`src/rtl/ram16_pkg.sv`:
```
// ram16_pkg: types and constants shared by the ram16 block.
//   DATA_WIDTH : width of one stored word
//   word_t     : one RAM word
package ram16_pkg;

    localparam int DATA_WIDTH = 16;

    typedef logic [DATA_WIDTH-1:0] word_t;

endpackage : ram16_pkg

```
`src/rtl/ram16_wr_counter.sv`:
```
// ram16_wr_counter: counts accepted writes modulo 2^ADDR_WIDTH and emits a
// one-cycle FULL pulse after every 2^ADDR_WIDTH-th write.
// Ports:
//   CLK   : clock, rising edge
//   RST   : synchronous active-high reset (clears count and FULL)
//   WRITE : write accepted this edge
//   FULL  : registered pulse, high for the cycle after the wrapping write
module ram16_wr_counter #(
    parameter int ADDR_WIDTH = 3
) (
    input  logic CLK,
    input  logic RST,
    input  logic WRITE,
    output logic FULL
);

    // All-ones is DEPTH-1 for a power-of-two depth.
    localparam logic [ADDR_WIDTH-1:0] WCNT_LAST = '1;
    localparam logic [ADDR_WIDTH-1:0] WCNT_ONE  = ADDR_WIDTH'(1);

    logic [ADDR_WIDTH-1:0] wcnt_reg;
    logic                  full_reg;

    always_ff @(posedge CLK) begin
        if (RST) begin
            wcnt_reg <= '0;
            full_reg <= 1'b0;
        end else if (WRITE) begin
            if (wcnt_reg == WCNT_LAST) begin
                wcnt_reg <= '0;
                full_reg <= 1'b1;
            end else begin
                wcnt_reg <= wcnt_reg + WCNT_ONE;
                full_reg <= 1'b0;
            end
        end else begin
            // Idle and read cycles keep the count; only the pulse drops.
            full_reg <= 1'b0;
        end
    end

    assign FULL = full_reg;

endmodule : ram16_wr_counter

```
`src/rtl/ram16.sv`:
```
// ram16: single-port 16-bit RAM of 2^ADDR_WIDTH words with a registered read
// port and a write-count monitor.
// Ports:
//   CLK   : clock, all state changes on the rising edge
//   RST   : synchronous active-high reset; clears every word, Do, FULL, count
//   READ  : read enable; Do <= RAM[A] at the edge
//   WRITE : write enable; RAM[A] <= Di at the edge
//   A     : word address shared by read and write
//   Di    : write data
//   Do    : registered read data, holds when READ=0
//   FULL  : one-cycle pulse after every DEPTH-th accepted write
module ram16
    import ram16_pkg::*;
#(
    parameter int ADDR_WIDTH = 3
) (
    input  logic                  CLK,
    input  logic                  RST,
    input  logic                  READ,
    input  logic                  WRITE,
    input  logic [ADDR_WIDTH-1:0] A,
    input  logic [15:0]           Di,
    output logic [15:0]           Do,
    output logic                  FULL
);

    localparam int DEPTH = 1 << ADDR_WIDTH;

    // Name is relied on by hierarchical memory dumps.
    word_t RAM [0:DEPTH-1];
    word_t do_reg;

    // Read and write share one edge; the non-blocking update makes a
    // same-address READ+WRITE return the old word (read-first).
    // The reset clear of every word means this maps to registers, not a
    // block RAM primitive.
    always_ff @(posedge CLK) begin
        if (RST) begin
            for (int i = 0; i < DEPTH; i++) begin
                RAM[i] <= '0;
            end
            do_reg <= '0;
        end else begin
            if (WRITE) begin
                RAM[A] <= Di;
            end
            if (READ) begin
                do_reg <= RAM[A];
            end
        end
    end

    assign Do = do_reg;

    ram16_wr_counter #(
        .ADDR_WIDTH (ADDR_WIDTH)
    ) u_wr_counter (
        .CLK   (CLK),
        .RST   (RST),
        .WRITE (WRITE),
        .FULL  (FULL)
    );

endmodule : ram16

```
`config.mk`:
```
export PLATFORM = sky130hd
export DESIGN_NAME = ram16
export DESIGN_NICKNAME = d
export VERILOG_FILES = /design/src/rtl/ram16_pkg.sv /design/src/rtl/ram16_wr_counter.sv /design/src/rtl/ram16.sv
export SDC_FILE = /design/constraint.sdc
export NUM_CORES = 1
export LEC_CHECK = 0
export BUFFER_PORTS_ARGS = -buffer_cell sky130_fd_sc_hd__buf_2
export CAP_MARGIN = 25
export CORE_MARGIN = 4
export CORE_UTILIZATION = 25
export CTS_BUF_LIST = sky130_fd_sc_hd__clkbuf_4 sky130_fd_sc_hd__clkbuf_8 sky130_fd_sc_hd__clkbuf_16
export CTS_CLUSTER_SIZE = 12
export DETAILED_ROUTE_END_ITERATION = 7
export PLACE_DENSITY = 0.48
export SLEW_MARGIN = 20
export SYNTH_ARGS = -nofsm -noshare
export SYNTH_HDL_FRONTEND = slang
export SYNTH_SLANG_ARGS = --single-unit
export TNS_END_PERCENT = 20
```
`constraint.sdc`:
```
create_clock -name CLK -period 1.65 [get_ports CLK]
set_input_delay 0.165 -clock CLK [delete_from_list [all_inputs] [get_ports CLK]]
set_output_delay 0.165 -clock CLK [all_outputs]
set_load 0.1 [all_outputs]
```
==> run_results.csv <==
group,metric,value,unit
status,status,"completed",
pwr,finalPower,9.50,mW
final_layout,areaGrowthSynthToFinish,21.5,%
critical_path,cp_top_family,"buffers and inverters",
final_layout,layout_common_cells,"128 x edfxtp_1, 128 x and2_1, 66 x mux2i_1, 55 x nor2_1, 38 x buf_2",
placement,gp_congestion,0.742,
placement,numPortBuffers,39,
critical_path,crit_buf_inv,1,
timing,tightestPinTransition,0.547,ns
clock_tree,clockBufferDepth,2,
floorplanning,num_rows,59,
clock_tree,cts_sinks,148,
pwr,pwr-share-clk,44.2,%
pwr,p_leak,3.07,nW
timing,fin_crit,1.45,ns
timing,setup_tns,0,ns
clock_tree,path_clk_slew,0.06,ns
synthesis,ys_ff_latch,148,
timing,hold_viol_final,0,
global_routing,track_usage,12.5,%
routing,drtIter0Drc,350,
global_routing,grt_pass1_wl,26400,um
pwr,p_int,7.27,mW
routing,ant_nets,0,
clock_tree,cts.htree.levels,4,
final_layout,n_antenna_cell,0,
global_routing,antenna_found_initial,1,
critical_path,critical_path_class,"flip-flop to output port",
clock_tree,cts_inserted_buffers,17,
critical_path,arrival,1.28,ns
critical_path,critPathRequiredTime,1.48,ns
timing,finalWorstSetupSlack,0.203,ns
routing,drt-vias-per-instance,4.44,
timing,rsz0062_at_grt,"no",
routing,via_count,4019,
synthesis,synth_cell_types,23,
critical_path,start_kind,"flip-flop",
synthesis,syn_avg_cell_area,13.2,um2
synthesis,yosysWarnings,0,
pwr,swShare,23.5,%
routing,avgRoutedWirePerCell,19.0,um
synthesis,ys_seq_area_share,64.4,%
final_layout,drive_above_1_share,20.0,%
final_layout,largest_register_ffs,128,
synthesis,synthCells,499,
pwr,p_per_area,1190,mW/mm2
timing,final_max_slew_viol_count,0,
pwr,power_frac_comb,9.7,%
clock_tree,cts_root_buf,"clkbuf_16",
synthesis,syn-num-nets,524,
routing,drtPass1Iterations,4,
pwr,peakVddDrop,0.672,mV
routing,drt_wl_total,17200,um
timing,clock_skew,0.00768,ns
synthesis,syn_area,0.00659,mm2
floorplanning,die_w,170,um
critical_path,cpPeakStageDelay,0.46,ns
critical_path,crit_chain,"buf_2",
clock_tree,hold_buffers,0,
critical_path,cp_slowest_cell,"buf_2",
critical_path,crit_path_end_kind,"output port",
floorplanning,dieArea,0.0290,mm2
worst_hold_path,hold_class,"primary input to flip-flop",
floorplanning,pin_count,40,
timing,setup_violations,0,
timing,max_freq,0.691,GHz
global_routing,overflow,0,
final_layout,fin_nets,584,
clock_tree,cts_resized,0,
placement,dp_slack,0.0434,ns
timing,hold_ws,0.119,ns
clock_tree,cts_tree,"done",
clock_tree,post_cts_buffers,0,
clock_tree,clk-insertion-delay-late,0.42,ns
floorplanning,die_y,170,um
global_routing,grt_pass1_vias,4166,
critical_path,worstPathMaxFanout,2,
floorplanning,initial_core_util,25.3,%
timing,fin_crit_sh,87.7,%
global_routing,grt_max_degree,35,
pwr,switchingPower,2.23,mW
placement,dp_hpwl,11300,um
timing,relSlewSlack,63.5,%
floorplanning,coreArea,0.0260,mm2
run,cap_violations,0,
routing,remaining_drc_errors,0,
pwr,sequentialPowerShare,46.1,%
logic make-up after synthesis:
logic type | share of synthesized area [%]
AOI/OAI and AO/OA | 4.94
adders and majority gates | 0.380
buffers and inverters | 2.47
DFF | 64.4
muxes | 10.0
and+or+nand+nor | 17.7
power by group through the flow:
| stage | clock [mW] | sequential [mW] | combinational [mW] |
|---|---|---|---|
| floorplan | 0 | 4.66 | 0.385 |
| global placement | 0 | 4.46 | 0.929 |
| detailed placement | 0 | 4.46 | 0.937 |
| CTS | 4.28 | 4.39 | 0.939 |
| global route | 4.47 | 4.40 | 0.998 |
| finish | 4.20 | 4.38 | 0.923 |
per-layer routing:
metal | vias to the layer above | track usage (%) | wire (um)
met5 | - | 0 | 0
met4 | 0 | 3.19 | 196
met3 | 17 | 3.60 | 886
met2 | 100 | 19.3 | 7900
met1 | 2005 | 17.4 | 8250
li1 | 1897 | - | -
cell usage after synthesis:
cell / count / area (um2)
and2_1: 128 / 801
edfxtp_1: 128 / 3840
mux2i_1: 66 / 661
nor2_1: 55 / 206
dfxtp_1: 20 / 400
o21ai_0: 16 / 80.1
o22ai_1: 16 / 100
o31a_1: 16 / 140
buf_4: 10 / 75.1
clkbuf_1: 10 / 37.5
or2_2: 8 / 50.1
buf_2: 7 / 35.0
nor2_4: 4 / 45.0
nand2b_1: 3 / 18.8
ha_1: 2 / 25.0
nand2_1: 2 / 7.51
nand3b_1: 2 / 15.0
a21oi_1: 1 / 5.00
buf_1: 1 / 3.75
buf_6: 1 / 11.3
nor2_2: 1 / 6.26
or2_1: 1 / 6.26
or3b_4: 1 / 11.3
stage by stage:
step                      cell area (um2)  util [%]  instances
after global routing                 8000      30.8        906
after floorplan                      6590         -        499
after detailed placement             7360      28.3        875
final                                8000      30.8        906
after CTS                            8000      30.8        906
after global placement               7360      28.3        875
area by class of cell:
class                           instances  area [um2]
Fill cell                            2616       18000
Tap cell                              335         419
Timing Repair Buffer                   70         518
Multi-Input combinational cell        322        2180
Clock buffer                           18         433
Sequential cell                       148        4240
Clock inverter                         13         209
final timing paths:
kind,to,startpoint,cells past startpoint,slack [ns]
max,Do[8],Do[8]$_SDFFE_PP0P_,1,0.20
min,Do[0]$_SDFFE_PP0P_,RST,4,0.12
max reg2reg,Do[12]$_SDFFE_PP0P_,RAM[4][12]$_SDFFCE_PN0P_,3,0.47
min reg2reg,u_wr_counter.wcnt_reg[1]$_SDFFE_PP0P_,u_wr_counter.wcnt_reg[1]$_SDFFE_PP0P_,2,0.49
Power figures use the tool's default switching activity.
